## src/rtl/bus_pkg.sv

```systemverilog
`default_nettype none
// ============================================================================
// Module  : bus_pkg
// Brief   : Shared widths and FSM encoding for the serial system bus ports.
// Revision: 1.0 - initial release
// ============================================================================
package bus_pkg;

    localparam int c_ADDR_WIDTH = 12;
    localparam int c_DATA_WIDTH = 8;

    localparam int c_STATE_W = 2;
    localparam logic [c_STATE_W-1:0] c_ST_IDLE     = 2'd0;
    localparam logic [c_STATE_W-1:0] c_ST_WAIT_RDY = 2'd1;
    localparam logic [c_STATE_W-1:0] c_ST_SHIFT    = 2'd2;
    localparam logic [c_STATE_W-1:0] c_ST_DONE     = 2'd3;

    // A one-bit address still needs a one-bit counter.
    function automatic int bit_cnt_width(input int width);
        return (width > 1) ? $clog2(width) : 1;
    endfunction

    localparam int c_BIT_CNT_W = bit_cnt_width(c_ADDR_WIDTH);

endpackage
`default_nettype wire

```

## src/rtl/master_out_port_if.sv

```systemverilog
`default_nettype none
// ============================================================================
// Module  : master_out_port_if
// Brief   : Request and serial-line bundle between master core, port and slave.
// Revision: 1.0 - initial release
// ============================================================================
interface master_out_port_if #(
    parameter int ADDR_WIDTH = bus_pkg::c_ADDR_WIDTH,
    parameter int DATA_WIDTH = bus_pkg::c_DATA_WIDTH
);
    logic                  req_valid;
    logic [ADDR_WIDTH-1:0] req_address;
    logic [DATA_WIDTH-1:0] req_data;
    logic                  req_ready;
    logic                  slave_ready;
    logic                  master_valid;
    logic                  tx_address;
    logic                  tx_data;
    logic                  busy;
    logic                  tx_done;

    modport master (
        input  req_valid, req_address, req_data, slave_ready,
        output req_ready, master_valid, tx_address, tx_data, busy, tx_done
    );

    modport slave (
        output req_valid, req_address, req_data, slave_ready,
        input  req_ready, master_valid, tx_address, tx_data, busy, tx_done
    );
endinterface
`default_nettype wire

```

## src/rtl/master_out_port_piso_shift_reg.sv

```systemverilog
`default_nettype none
// ============================================================================
// Module  : piso_shift_reg
// Brief   : Parallel-load, shift-right register presenting its LSB serially.
// Revision: 1.0 - initial release
// ============================================================================
module piso_shift_reg #(
    parameter int WIDTH = 8
) (
    input  wire logic             clk,
    input  wire logic             reset,
    input  wire logic             i_load,
    input  wire logic             i_shift_en,
    input  wire logic [WIDTH-1:0] i_load_value,
    output logic                  o_serial_out
);
    logic [WIDTH-1:0] r_sr;

    always_ff @(posedge clk or posedge reset) begin
        if (reset) begin
            r_sr <= '0;
        end else if (i_load) begin
            r_sr <= i_load_value;
        end else if (i_shift_en) begin
            r_sr <= r_sr >> 1;
        end
    end

    assign o_serial_out = r_sr[0];
endmodule
`default_nettype wire

```

## src/rtl/master_out_port.sv

```systemverilog
`default_nettype none
// ============================================================================
// Module  : master_out_port
// Brief   : Serial bus transmit port; sends address and data LSB-first after a
//           valid/ready handshake. MASTER_OUT_REQ_BUF_EN adds a request buffer.
// Revision: 1.0 - initial release
// ============================================================================
module master_out_port
    import bus_pkg::*;
#(
    parameter int ADDR_WIDTH = c_ADDR_WIDTH,
    parameter int DATA_WIDTH = c_DATA_WIDTH
) (
    input  wire logic          clk,
    input  wire logic          reset,
    master_out_port_if.master  bus
);
    localparam int                 c_CNT_W     = bit_cnt_width(ADDR_WIDTH);
    localparam logic [c_CNT_W-1:0] c_LAST_ADDR = c_CNT_W'(ADDR_WIDTH - 1);
    localparam logic [c_CNT_W-1:0] c_LAST_DATA = c_CNT_W'(DATA_WIDTH - 1);

    logic [c_STATE_W-1:0]  r_state;
    logic [c_STATE_W-1:0]  w_next_state;
    logic [c_CNT_W-1:0]    r_bit_cnt;
    logic                  r_master_valid;
    logic                  r_tx_address;
    logic                  r_tx_data;
    logic                  r_tx_done;
    logic                  r_busy;

    logic                  w_req_ready;
    logic                  w_accept;
    logic                  w_start;
    logic                  w_handshake;
    logic                  w_shift;
    logic                  w_last_bit;
    logic [ADDR_WIDTH-1:0] w_load_addr;
    logic [DATA_WIDTH-1:0] w_load_data;
    logic                  w_addr_bit;
    logic                  w_data_bit;

    assign w_accept    = bus.req_valid & w_req_ready;
    assign w_handshake = (r_state == c_ST_WAIT_RDY) & r_master_valid & bus.slave_ready;
    assign w_last_bit  = (r_state == c_ST_SHIFT) & (r_bit_cnt == c_LAST_ADDR);
    assign w_shift     = w_handshake | (r_state == c_ST_SHIFT);

`ifdef MASTER_OUT_REQ_BUF_EN
    logic                  r_buf_full;
    logic [ADDR_WIDTH-1:0] r_buf_addr;
    logic [DATA_WIDTH-1:0] r_buf_data;
    logic                  w_can_start;

    // A buffered request always goes out before a freshly presented one.
    assign w_can_start = (r_state == c_ST_IDLE) | (r_state == c_ST_DONE);
    assign w_req_ready = ~r_buf_full;
    assign w_start     = w_can_start & (r_buf_full | w_accept);
    assign w_load_addr = r_buf_full ? r_buf_addr : bus.req_address;
    assign w_load_data = r_buf_full ? r_buf_data : bus.req_data;

    always_ff @(posedge clk or posedge reset) begin
        if (reset) begin
            r_buf_full <= 1'b0;
            r_buf_addr <= '0;
            r_buf_data <= '0;
        end else if (w_accept & ~w_can_start) begin
            r_buf_full <= 1'b1;
            r_buf_addr <= bus.req_address;
            r_buf_data <= bus.req_data;
        end else if (w_can_start & r_buf_full) begin
            r_buf_full <= 1'b0;
        end
    end
`else
    assign w_req_ready = (r_state == c_ST_IDLE);
    assign w_start     = (r_state == c_ST_IDLE) & w_accept;
    assign w_load_addr = bus.req_address;
    assign w_load_data = bus.req_data;
`endif

    piso_shift_reg #(.WIDTH(ADDR_WIDTH)) u_addr_sr (
        .clk          (clk),
        .reset        (reset),
        .i_load       (w_start),
        .i_shift_en   (w_shift),
        .i_load_value (w_load_addr),
        .o_serial_out (w_addr_bit)
    );

    piso_shift_reg #(.WIDTH(DATA_WIDTH)) u_data_sr (
        .clk          (clk),
        .reset        (reset),
        .i_load       (w_start),
        .i_shift_en   (w_shift),
        .i_load_value (w_load_data),
        .o_serial_out (w_data_bit)
    );

    always_comb begin
        w_next_state = r_state;
        case (r_state)
            c_ST_IDLE:     if (w_start) w_next_state = c_ST_WAIT_RDY;
            c_ST_WAIT_RDY: if (w_handshake) w_next_state = c_ST_SHIFT;
            c_ST_SHIFT:    if (w_last_bit) w_next_state = c_ST_DONE;
            c_ST_DONE:     w_next_state = w_start ? c_ST_WAIT_RDY : c_ST_IDLE;
            default:       w_next_state = c_ST_IDLE;
        endcase
    end

    // The serial lines always show the register LSB that was current one edge
    // earlier, so bit k is on the wire during cycle k+1 after the handshake.
    always_ff @(posedge clk or posedge reset) begin
        if (reset) begin
            r_state        <= c_ST_IDLE;
            r_busy         <= 1'b0;
            r_bit_cnt      <= '0;
            r_master_valid <= 1'b0;
            r_tx_address   <= 1'b0;
            r_tx_data      <= 1'b0;
            r_tx_done      <= 1'b0;
        end else begin
            r_state   <= w_next_state;
            r_busy    <= (w_next_state != c_ST_IDLE);
            r_tx_done <= w_last_bit;

            if (w_start) begin
                r_master_valid <= 1'b1;
            end else if (w_handshake) begin
                r_master_valid <= 1'b0;
            end

            if (w_handshake) begin
                r_bit_cnt    <= '0;
                r_tx_address <= w_addr_bit;
                r_tx_data    <= w_data_bit;
            end else if (r_state == c_ST_SHIFT) begin
                r_bit_cnt <= r_bit_cnt + 1'b1;
                if (w_last_bit) begin
                    r_tx_address <= 1'b0;
                    r_tx_data    <= 1'b0;
                end else begin
                    r_tx_address <= w_addr_bit;
                    r_tx_data    <= (r_bit_cnt < c_LAST_DATA) ? w_data_bit : 1'b0;
                end
            end
        end
    end

    assign bus.req_ready    = w_req_ready;
    assign bus.master_valid = r_master_valid;
    assign bus.tx_address   = r_tx_address;
    assign bus.tx_data      = r_tx_data;
    assign bus.busy         = r_busy;
    assign bus.tx_done      = r_tx_done;
endmodule
`default_nettype wire
```

## src/flat_wrapper.sv

```systemverilog
// flat-port wrapper written by rule: the top's interface ports become plain ports
module master_out_port_flat import bus_pkg::*;
#(
    parameter int ADDR_WIDTH = c_ADDR_WIDTH,
    parameter int DATA_WIDTH = c_DATA_WIDTH
)
  (clk, reset, bus_req_valid, bus_req_address, bus_req_data, bus_slave_ready, bus_req_ready, bus_master_valid, bus_tx_address, bus_tx_data, bus_busy, bus_tx_done);
  master_out_port_if #(.ADDR_WIDTH(ADDR_WIDTH), .DATA_WIDTH(DATA_WIDTH)) bus_i ();
  input  wire logic clk;
  input  wire logic reset;
  input wire logic [$bits(bus_i.req_valid)-1:0] bus_req_valid;
  input wire logic [$bits(bus_i.req_address)-1:0] bus_req_address;
  input wire logic [$bits(bus_i.req_data)-1:0] bus_req_data;
  input wire logic [$bits(bus_i.slave_ready)-1:0] bus_slave_ready;
  output wire logic [$bits(bus_i.req_ready)-1:0] bus_req_ready;
  output wire logic [$bits(bus_i.master_valid)-1:0] bus_master_valid;
  output wire logic [$bits(bus_i.tx_address)-1:0] bus_tx_address;
  output wire logic [$bits(bus_i.tx_data)-1:0] bus_tx_data;
  output wire logic [$bits(bus_i.busy)-1:0] bus_busy;
  output wire logic [$bits(bus_i.tx_done)-1:0] bus_tx_done;
  assign bus_i.req_valid = bus_req_valid;
  assign bus_i.req_address = bus_req_address;
  assign bus_i.req_data = bus_req_data;
  assign bus_i.slave_ready = bus_slave_ready;
  assign bus_req_ready = bus_i.req_ready;
  assign bus_master_valid = bus_i.master_valid;
  assign bus_tx_address = bus_i.tx_address;
  assign bus_tx_data = bus_i.tx_data;
  assign bus_busy = bus_i.busy;
  assign bus_tx_done = bus_i.tx_done;
  master_out_port #(.ADDR_WIDTH(ADDR_WIDTH), .DATA_WIDTH(DATA_WIDTH)) u_core (.clk(clk), .reset(reset), .bus(bus_i));
endmodule
```

## config.mk

```make
export PLATFORM = sky130hd
export DESIGN_NAME = master_out_port_flat
export DESIGN_NICKNAME = d
export VERILOG_FILES = /design/src/rtl/bus_pkg.sv /design/src/rtl/master_out_port_if.sv /design/src/rtl/master_out_port_piso_shift_reg.sv /design/src/rtl/master_out_port.sv /design/src/flat_wrapper.sv
export SDC_FILE = /design/constraint.sdc
export NUM_CORES = 1
export LEC_CHECK = 0
export ABC_CLOCK_PERIOD_IN_PS = 1900
export BUFFER_PORTS_ARGS = -buffer_cell sky130_fd_sc_hd__buf_2
export CAP_MARGIN = 20
export CORE_ASPECT_RATIO = 0.75
export CORE_MARGIN = 2
export CORE_UTILIZATION = 54
export DETAILED_ROUTE_END_ITERATION = 10
export PLACE_DENSITY = 0.81
export SYNTH_ARGS = -nofsm -noshare
export SYNTH_HDL_FRONTEND = slang
export SYNTH_SLANG_ARGS = --single-unit
```

## constraint.sdc

```tcl
create_clock -name clk -period 1.9 [get_ports clk]
set_clock_uncertainty 0.1 [all_clocks]
set_input_delay 0.285 -clock clk [delete_from_list [all_inputs] [get_ports clk]]
set_output_delay 0.285 -clock clk [all_outputs]
set_load 0.03 [all_outputs]
```

==> results of run 1 <==
state kept, by name, indices dropped and copies added (netlist names):
signal and count:
u_core.u_addr_sr.r_sr 12, u_core.r_bit_cnt 4, u_core.u_data_sr.r_sr 8, u_core.bus.tx_address 1
u_core.r_state 2, u_core.bus.tx_data 1, u_core.bus.tx_done 1, u_core.bus.busy 1
u_core.bus.master_valid 1
cell families after synthesis:
kind of cell | Yosys count | share of synthesized area
adders and majority gates | 1 | 0.00825
DFF | 31 | 0.512
and+or+nand+nor | 55 | 0.175
buffers and inverters | 19 | 0.0825
muxes | 1 | 0.00743
AOI/OAI and AO/OA | 52 | 0.215
cell usage in the layout (no fill, tap or decap), types with 2 or more instances in the layout:
master / count
nand2_1: 42
buf_4: 5
clkbuf_8: 6
o21ai_0: 20
nor3_1: 2
o211ai_1: 19
a22o_1: 2
a21oi_1: 6
dfrtp_1: 31
o21ai_1: 2
buf_2: 29
inv_1: 6
synthesized netlist by cell type (all sizes together):
cell	instances	share of area
nand3	1	0.0033
or3b	1	0.0074
dfrtp	31	0.51
clkbuf	1	0.0025
nor2b	1	0.0091
buf	11	0.063
a22o	2	0.012
nand2	42	0.10
and3	1	0.0041
inv	7	0.017
o21ai	22	0.073
a31o	2	0.012
and4b	1	0.0091
nor2	2	0.0099
mux2	1	0.0074
o211ai	19	0.094
a21oi	6	0.020
nor3b	2	0.0099
nand4b	1	0.0058
and4	1	0.0058
ha	1	0.0082
nor3	2	0.0066
a311oi	1	0.0058
stage by stage:
| stage | instances | area, sq um | total power, mW | hold slack, ps | setup slack (ps) |
|---|---|---|---|---|---|
| after floorplan | 159 | 1520 | 0.734 | 289 | 408 |
| after global placement | 217 | 1650 | 0.766 | 273 | 327 |
| after detailed placement | 217 | 1650 | 0.770 | 286 | 287 |
| after CTS | 225 | 1750 | 1.29 | 104 | 277 |
| after global routing | 225 | 1750 | 1.34 | 124 | 171 |
| final | 225 | 1750 | 1.28 | 108 | 274 |
worst max path at each step:
stage	end	start	slack (ps)
2_1_floorplan	u_core.bus.tx_data$_DFFE_PP0P_	u_core.bus.master_valid$_DFFE_PP0P_	410
3_3_place_gp	u_core.u_addr_sr.r_sr[6]$_DFFE_PP0P_	u_core.r_state[1]$_DFF_PP0_	330
3_5_place_dp	u_core.u_addr_sr.r_sr[7]$_DFFE_PP0P_	u_core.r_state[1]$_DFF_PP0_	290
4_1_cts	u_core.u_addr_sr.r_sr[5]$_DFFE_PP0P_	u_core.r_state[1]$_DFF_PP0_	280
5_1_grt	u_core.u_addr_sr.r_sr[10]$_DFFE_PP0P_	u_core.r_state[1]$_DFF_PP0_	170
6_report	u_core.u_addr_sr.r_sr[5]$_DFFE_PP0P_	u_core.r_state[1]$_DFF_PP0_	270
tightest hold or removal path, cell delays in order:
cell     delay [ps]
buf_2            70
nand2_1          40
o21ai_1          60
routing by layer:
metal,global-route usage,vias to the layer above,wire (microns)
met3,0.0936,6,171
met5,0,-,0
met4,0.0590,0,25
met2,0.325,30,1450
li1,-,612,-
met1,0.288,612,1460
power breakdown:
group	switching [mW]	leakage, nW	internal (mW)	total [mW]
Combinational	0.0324	0.355	0.0341	0.0666
Clock	0.236	0.0470	0.284	0.519
Sequential	0.0112	0.401	0.682	0.693
Total	0.279	0.803	1.00	1.28
layout make-up:
| type | instances | area [sq um] | share of cell area |
|---|---|---|---|
| multi-input combinational | 109 | 621 | 0.355 |
| clock buffer | 6 | 82.6 | 0.0472 |
| clock inverter | 1 | 5.00 | 0.00286 |
| sequential | 31 | 776 | 0.444 |
| tap | 36 | 45.0 | 0.0258 |
| timing repair buffer | 35 | 193 | 0.110 |
| inverter | 7 | 26.3 | 0.0150 |
==> metrics, run 1 <==
Vias=between 1000 and 1500; TritonCTS clock tree=yes; Worst-Margin Slew=a little under 400 ps; Area Overhead vs Synth=15.3%; slew margin rel.=0.743; HPWL after DPL=between 2 and 2.5 mm; Leak=around 0.8 nW; crit start category=flop; Skew-Pair Late Insertion Delay=about 280 ps; f_max=roughly 600 MHz; Max VDD drop=approximately 400 uV; overall routing resource usage=0.217; crit share post-route=0.856; H-tree depth=2; worst-case reg-to-reg path depth=4; Die Height=49.9 microns; io pins=30; Data required, critical path=~1900 ps; # DRC=0; first-iteration detailed-routing DRC count=94; reg-to-reg slack, setup=roughly 270 ps; Placement Rows=16; Fill cells=220; ant diodes=0; Worst path depth=4; WHS Path Cells=3; Critical Path End Type=flop; final hold violation count=0; largest delay contributor family on the critical path=simple AND/OR/NAND/NOR gates; critical path type=reg2reg; Layout Nets=214; origin of the critical flop-to-flop path=u_core.r_state[1]$_DFF_PP0_; share of layout cells above drive strength 1=0.259; core area=between 2000 and 3000 sq um; Syn Area/Cell=9.54 sq um; die width=~65 microns; Syn Std Cell Area=1520 sq um; critical path's slowest cell=and4b_4; #FFs+latches synth=31; post-route setup TNS=0 ps; initial antenna violation count=0; RSZ-0062 raised after global routing=no; Mapped Cells=between 150 and 200; Yosys cell types=29; PortBufs=29; sequential fraction of the synthesis area=0.512; placer congestion estimate=just under 0.8; status=complete, no violations; global-route wire length before repair=about 5.3 mm; Routed WL=3.11 mm; Pre-antenna DRT Iters=4; Synth Warn #=0; Min-Delay Endpoint=u_core.u_data_sr.r_sr[7]$_DFFE_PP0P_; Hold Crit Class=in2reg; max_cap viols=0; Min-Delay Startpoint=bus_req_data[7]; Die Footprint=approximately 3300 sq um; Reg clk slew, reported paths=roughly 60 ps; largest net degree at the start of global routing=32; hold buffers post-CTS=1; Tmin final=~1600 ps; grt total ovfl=0; Worst EP arrival=~1700 ps; Critical R2R Capture=u_core.u_addr_sr.r_sr[5]$_DFFE_PP0P_; Post-CTS Setup Bufs=0; syn_nets=~180; CTS resizes=0; crit path cell chain=and4b_4 > nor2_4 > inv_2 > o211ai_1; crit-path max cell delay=480 ps; CTS buffer count=5; Pwr Density=about 730 nW/um^2; Max Slew Vio Count=0; Via-to-Cell Ratio=~5.6; Worst Path Max Fanout=22; vias in the first global route=1163; worst path bufs/invs=1; routed length per instance=13.8 microns; Bufs on Longest Clock Path=2; root buf cell=clkbuf_8; Initial Util=0.574; final core occ=0.661; Final ANT Viol Nets=0; Sink Count=31; final setup fails=0
Power figures use the tool's default switching activity.
==> inputs of run 2 (changes only) <==
--- a/config.mk
+++ b/config.mk
@@ -5,14 +5,14 @@
 export SDC_FILE = /design/constraint.sdc
 export NUM_CORES = 1
 export LEC_CHECK = 0
-export ABC_CLOCK_PERIOD_IN_PS = 1900
+export ABC_CLOCK_PERIOD_IN_PS = 1350
 export BUFFER_PORTS_ARGS = -buffer_cell sky130_fd_sc_hd__buf_2
 export CAP_MARGIN = 20
 export CORE_ASPECT_RATIO = 0.75
 export CORE_MARGIN = 2
-export CORE_UTILIZATION = 54
+export CORE_UTILIZATION = 48
 export DETAILED_ROUTE_END_ITERATION = 10
-export PLACE_DENSITY = 0.81
+export PLACE_DENSITY = 0.77
 export SYNTH_ARGS = -nofsm -noshare
 export SYNTH_HDL_FRONTEND = slang
 export SYNTH_SLANG_ARGS = --single-unit
==> constraint.sdc (replaced) <==
create_clock -name clk -period 1.35 [get_ports clk]
set_clock_uncertainty 0.1 [all_clocks]
set_input_delay 0.2025 -clock clk [delete_from_list [all_inputs] [get_ports clk]]
set_output_delay 0.2025 -clock clk [all_outputs]
set_load 0.03 [all_outputs]
==> run 2 against run 1 <==
  * Sequential cell count stayed put
  * The flow now finishes with violations (negative setup slack)
  * Hold slack lost 71 ps
  * Critical path depth decreased by 1
==> metrics, run 2 (synthesized netlist as in run 1, its figures left out) <==
status=finished with violations; violated checks=negative setup slack; ant diodes=0 (unchanged); slew margin rel.=0.739 (-0.00452); Skew-Pair Late Insertion Delay=280 ps (about the same); Hold Crit Class=in2reg; global-route wire length before repair=5.40 mm (+2.6%); Max VDD drop=610 uV (+52%); commonest non-fill, non-tap cell in the layout=nand2_1; initial antenna violation count=0 (unchanged); Reg clk slew, reported paths=70 ps (about the same); final hold violation count=0 (unchanged); Critical Path End Type=output pin; RSZ-0062 raised after global routing=yes; placer congestion estimate=0.804 (+2.7%); Power, Total=1.87 mW (+46%); largest net degree at the start of global routing=32 (unchanged); Pwr Density=988 nW/um^2 (+35%); die width=68.9 microns (+5.7%); Routed WL=3.24 mm (+4.2%); Leak=0.869 nW (+8.3%); io pins=30 (unchanged); Data required, critical path=1050 ps (-890 ps); Placement Rows=17 (+1); Worst EP arrival=1130 ps (-540 ps); Final ANT Viol Nets=0 (unchanged); WHS=36.6 ps (-71.3 ps); crit share post-route=1.06; Sink Count=31 (unchanged); Vias=1320 (+4.8%); Top reg by flops=u_core.u_addr_sr.r_sr; first-iteration detailed-routing DRC count=86 (-8.5%); share of layout cells above drive strength 1=0.313 (+0.0542); Area Overhead vs Synth=24.5%; register area=777 sq um (+0.16%); Die Height=52.7 microns (+5.6%); vias in the first global route=1236 (+6.3%); Fill cells=245 (+11%); Bufs on Longest Clock Path=2 (unchanged); non-filler instance count after layout=239 (+6.2%); pre-CTS setup slack=-99.6 ps (-387 ps); core area=2980 sq um (+13%); PortBufs=29 (unchanged); CTS buffer count=5 (unchanged); max FFs per register=12 (unchanged); grt total ovfl=0 (unchanged); Max Slew Vio Count=0 (unchanged); overall routing resource usage=0.206 (-0.0108); final worst setup slack=-80.7 ps (-355 ps); most frequent cells in the layout=41 x nand2_1, 30 x dfrtp_1, 28 x buf_2; final core occ=0.634 (-0.0274); TritonCTS clock tree=yes; Multi-input gate area=623 sq um (+0.40%); Tmin final=~1400 ps; Via-to-Cell Ratio=5.52 (-1.4%); routed length per instance=13.5 microns (-2.0%); crit start category=flop; HPWL after DPL=2.17 mm (+8.2%); max_cap viols=0 (unchanged); Pre-antenna DRT Iters=4 (unchanged); root buf cell=clkbuf_8; Worst-Margin Slew=392 ps (+6.78 ps); final setup fails=26 (+26); f_max=699 MHz; Die Footprint=3630 sq um (+12%); biggest regs=u_core.u_addr_sr.r_sr: 12 flops, u_core.u_data_sr.r_sr: 8 flops, u_core.r_bit_cnt: 4 flops; H-tree depth=2 (unchanged); Initial Util=0.509 (-0.0646); Layout Nets=225 (+5.1%); Worst Path Max Fanout=4 (-82%); critical path type=reg2out; # DRC=0 (unchanged); DP Cell Count=228 (+5.1%)
==> run 2: cell types whose count changed in the layout (fill, tap and decap cells not counted), moves of 2 or more <==
cell / before / now
buf_12: 0 / 2
o21ai_1: 2 / 5
buf_4: 5 / 12
o21ai_0: 20 / 17
buf_6: 0 / 3
==> run 2: report_power, final <==
part,switching [mW],total [mW],leakage [nW],internal [mW]
logic,0.0447,0.0955,0.418,0.0508
registers,0.0153,0.975,0.399,0.960
clock network,0.330,0.795,0.0515,0.465
total,0.390,1.87,0.869,1.48
==> run 2: repair_timing <==
| action | 4_1_cts | 5_1_grt |
|---|---|---|
| endpoints found under the setup margin | 26 | 27 |
| hold endpoints to repair | 31 | 0 |
| pin swaps | 11 | 1 |
| setup buffers | 2 | 0 |
| gates resized for setup | 5 | 4 |
| hold buffers | 1 | 0 |
==> run 2: per-stage QoR <==
| step | cell area (sq um) | TNS, ps |
|---|---|---|
| after floorplan | 1520 | -722 |
| after global placement | 1750 | -415 |
| after detailed placement | 1750 | -943 |
| after CTS | 1890 | -1140 |
| after global routing | 1890 | -2540 |
| final | 1890 | -1190 |
==> run 2: final cells by class <==
cell class	count	share of cell area
flip-flops and latches	31	0.412
multi-input cells	109	0.330
repair buffers	46	0.166
clock buffers	8	0.0530
well taps	38	0.0252
inverters	7	0.0139
==> run 2: worst max-delay path, stage by stage (launching register included) <==
cell and delay [ps]:
dfrtp_1 440, buf_4 170, nor2_1 80, buf_4 160
==> run 2: final timing paths <==
check,slack [ps],startpoint,end,cells past startpoint
min in group asynchronous,430,reset,u_core.bus.tx_done$_DFF_PP0_,4
min,40,bus_req_data[7],u_core.u_data_sr.r_sr[7]$_DFFE_PP0P_,3
max,-80,u_core.r_state[0]$_DFF_PP0_,bus_req_ready,3
min reg2reg,400,u_core.bus.tx_data$_DFFE_PP0P_,u_core.bus.tx_data$_DFFE_PP0P_,1
max in group asynchronous,410,reset,u_core.bus.master_valid$_DFFE_PP0P_,4
max reg2reg,-80,u_core.r_state[0]$_DFF_PP0_,u_core.bus.tx_address$_DFFE_PP0P_,5
==> run 2: routing by layer <==
metal / vias to the layer above / global-route usage / routed length, microns
met5: - / 0 / 0
met4: 0 / 0.0882 / 20
met3: 4 / 0.0602 / 180
met2: 38 / 0.325 / 1570
met1: 640 / 0.262 / 1470
li1: 638 / - / -
==> inputs of run 3 (changes only) <==
--- a/config.mk
+++ b/config.mk
@@ -5,14 +5,15 @@
 export SDC_FILE = /design/constraint.sdc
 export NUM_CORES = 1
 export LEC_CHECK = 0
+export ABC_AREA = 1
 export ABC_CLOCK_PERIOD_IN_PS = 1350
 export BUFFER_PORTS_ARGS = -buffer_cell sky130_fd_sc_hd__buf_2
 export CAP_MARGIN = 20
 export CORE_ASPECT_RATIO = 0.75
 export CORE_MARGIN = 2
-export CORE_UTILIZATION = 48
+export CORE_UTILIZATION = 49
 export DETAILED_ROUTE_END_ITERATION = 10
-export PLACE_DENSITY = 0.77
+export PLACE_DENSITY = 0.78
 export SYNTH_ARGS = -nofsm -noshare
 export SYNTH_HDL_FRONTEND = slang
 export SYNTH_SLANG_ARGS = --single-unit
==> run 3 against run 2 <==
  * The flow still finishes with violations (negative setup slack)
  * Largest power group is now combinational cells
  * Synthesized cell count up 30%
  * Critical endpoint unchanged
  * Largest cell class is now multi-input combinational cells
  * Sequential cell count is the same
  * Synthesized area up 3.4%
  * Clock power shrank 11%
==> metrics, run 3 <==
status=finished with violations; violated checks=negative setup slack; Synth Warn #=0 (unchanged); Min-Delay Startpoint=bus_req_address[11]; #FFs+latches synth=31 (unchanged); post-synth top area share=0.495 (-0.0167); crit share post-route=1.03 (-0.0330); largest net degree at the start of global routing=32 (unchanged); f_max=721 MHz (+3.2%); max_cap viols=0 (unchanged); overall routing resource usage=0.226 (+0.0205); top cells by area, synth=dfrtp_1 49%, nand2_1 23%, nand3_1 7.7%, nand4_1 7.6%, nor2_1 2.4%; Top reg by flops=u_core.u_addr_sr.r_sr; Worst Path Max Fanout=2 (-2); origin of the critical flop-to-flop path=u_core.r_state[0]$_DFF_PP0_; combinational share of power=0.531 (+0.480); slew margin rel.=0.740 (+0.00144); Worst path depth=3 (unchanged); CP most frequent cell=buf_6; Min-Delay Endpoint=u_core.u_addr_sr.r_sr[11]$_DFFE_PP0P_; Die Height=53.0 microns (+0.59%); Sink Count=31 (unchanged); H-tree depth=2 (unchanged); WHS Path Cells=3 (unchanged); die width=69.3 microns (+0.60%); critical path's slowest cell=dfrtp_1; top-count cell post-synth=nand2_1; Mapped Cells=207 (+30%); Placement Rows=17 (unchanged); sequential fraction of the synthesis area=0.495 (-0.0167); EDFF count, synth=0 (unchanged); Reg power frac=0.321 (-0.202); Final ANT Viol Nets=0 (unchanged); syn_nets=232 (+26%); worst-case reg-to-reg path depth=7 (+2); biggest regs=u_core.u_addr_sr.r_sr: 12 flops, u_core.u_data_sr.r_sr: 8 flops, u_core.r_bit_cnt: 4 flops; Layout Nets=280 (+24%); largest delay contributor family on the critical path=flip-flops; max FFs per register=12 (unchanged); first-iteration detailed-routing DRC count=135 (+57%); initial antenna violation count=0 (unchanged); reg-to-reg slack, setup=0 ps (+80 ps); Area Overhead vs Synth=35.0%; core area=3000 sq um (+0.71%); crit-path max cell delay=420 ps (-20 ps); NetSw=2.08 mW (+430%); Worst-Margin Slew=390 ps (-2.16 ps); # DRC=0 (unchanged); pre-CTS setup slack=-95.7 ps (+3.88 ps); crit path cell chain=nor2_4 > buf_6 > buf_6; Tmin final=1390 ps (-44.5 ps); final hold violation count=0 (unchanged); Fill cells=224 (-8.6%); Max VDD drop=1270 uV (+110%); placer congestion estimate=0.851 (+5.9%); Initial Util=0.523 (+0.0135); Multi-input gate area=811 sq um (+30%); Worst EP arrival=1080 ps (-50 ps); Routed WL=3.94 mm (+22%); io pins=30 (unchanged); global-route wire length before repair=6.27 mm (+16%); Max Slew Vio Count=0 (unchanged); Skew-Pair Late Insertion Delay=290 ps (about the same); worst path bufs/invs=2 (unchanged); critical path type=reg2out; share of layout cells above drive strength 1=0.289 (-0.0244); most frequent cells in the layout=92 x nand2_1, 29 x dfrtp_1, 28 x buf_2; PortBufs=29 (unchanged); Yosys cell types=16 (-45%); grt total ovfl=0 (unchanged); TritonCTS clock tree=yes; crit start category=flop; Data required, critical path=1050 ps (about the same); Bufs on Longest Clock Path=2 (unchanged); most frequent cells after synthesis=96 x nand2_1, 31 x dfrtp_1, 24 x nand3_1, 19 x nand4_1, 10 x nor2_1; RSZ-0062 raised after global routing=yes; cell taking the most area after synthesis=dfrtp_1; Pre-antenna DRT Iters=4 (unchanged); routed length per instance=13.4 microns (-0.95%); Vias=1588 (+20%); final worst setup slack=-36.2 ps (+44.5 ps); ant diodes=0 (unchanged); register area=778 sq um (+0.16%); final setup fails=1 (-96%); Critical R2R Capture=u_core.bus.tx_data$_DFFE_PP0P_; HPWL after DPL=2.50 mm (+15%); DP Cell Count=277 (+21%); clock network power share=0.148 (-0.278); net switching fraction of the power=0.435 (+0.226); Leak=1.19 nW (+37%); Synth async-reset ratio=1.00 (unchanged); Die Footprint=3670 sq um (+1.2%); CTS buffer count=5 (unchanged); Pwr Density=2250 nW/um^2 (+130%); Syn Area/Cell=7.57 sq um (-21%); commonest non-fill, non-tap cell in the layout=nand2_1; Reg clk slew, reported paths=60 ps (about the same); root buf cell=clkbuf_8; Syn Std Cell Area=1570 sq um (+3.4%); Critical Path End Type=output pin; vias in the first global route=1326 (+7.3%); Hold Crit Class=in2reg; Via-to-Cell Ratio=5.40 (-2.2%); non-filler instance count after layout=294 (+23%); predominant post-synthesis flop cell=dfrtp_1; P_int=2.70 mW (+83%)
run 3: kinds of logic after synthesis:
group | share of synthesized area
and+or+nand+nor | 0.417
AOI/OAI and AO/OA | 0.00957
buffers and inverters | 0.0654
xor gates and xnor gates | 0.00559
adders and majority gates | 0.00798
DFF | 0.495
run 3: final cells by class:
type,instances,share of cell area
clock buffer,7,0.0361
clock inverter,1,0.00236
inverter,7,0.0124
multi-input combinational,158,0.383
sequential,31,0.368
tap,38,0.0225
timing repair buffer,52,0.176
run 3: worst max-delay path by stage:
| stage | start | endpoint | slack [ps] |
|---|---|---|---|
| after global placement | u_core.r_state[1]$_DFF_PP0_ | u_core.u_data_sr.r_sr[4]$_DFFE_PP0P_ | -80 |
| after CTS | u_core.r_state[0]$_DFF_PP0_ | bus_req_ready | -60 |
| after floorplan | u_core.bus.master_valid$_DFFE_PP0P_ | u_core.u_data_sr.r_sr[6]$_DFFE_PP0P_ | 20 |
| after global routing | u_core.r_state[1]$_DFF_PP0_ | u_core.u_data_sr.r_sr[1]$_DFFE_PP0P_ | -90 |
| final | u_core.r_state[1]$_DFF_PP0_ | bus_req_ready | -40 |
| after detailed placement | u_core.r_state[1]$_DFF_PP0_ | u_core.u_addr_sr.r_sr[10]$_DFFE_PP0P_ | -100 |
run 3: power by group through the flow:
stage               registers (mW)  logic, mW  clock network (mW)
CTS                           1.51       2.04               0.717
finish                        1.53       2.53               0.707
global route                  1.57       2.81               0.768
detailed placement            1.51       1.91                   0
floorplan                     1.59       1.33                   0
global placement              1.50       1.85                   0
run 3: what timing repair did:
item / 4_1_cts / 5_1_grt
endpoints found under the hold margin: 31 / 0
setup endpoints to repair: 20 / 29
buffers inserted: 1 / 5
cloned: 0 / 2
pin swaps: 2 / 4
gates resized for setup: 10 / 29
hold buffers: 1 / 0
run 3: stage by stage:
stage / power (mW) / util / cell area (sq um) / hold slack, ps / TNS (ps)
floorplan: 2.92 / - / 1570 / 206 / 0
global placement: 3.36 / 0.602 / 1810 / 197 / -1150
detailed placement: 3.42 / 0.602 / 1810 / 203 / -1390
CTS: 4.26 / 0.647 / 1940 / 23.8 / -217
global route: 5.14 / 0.706 / 2120 / 37.2 / -1270
finish: 4.77 / 0.706 / 2120 / 26.4 / -36.2
run 3: per-layer routing:
layer | wire, microns | vias to the layer above | track usage
met5 | 0 | - | 0
met4 | 57 | 0 | 0.0588
met3 | 383 | 6 | 0.0819
met2 | 1780 | 66 | 0.341
met1 | 1730 | 737 | 0.311
li1 | - | 779 | -
run 3: worst min-delay path, cell delays in order:
cell     delay (ps)
buf_2            80
nand2_1          40
o21ai_0          50
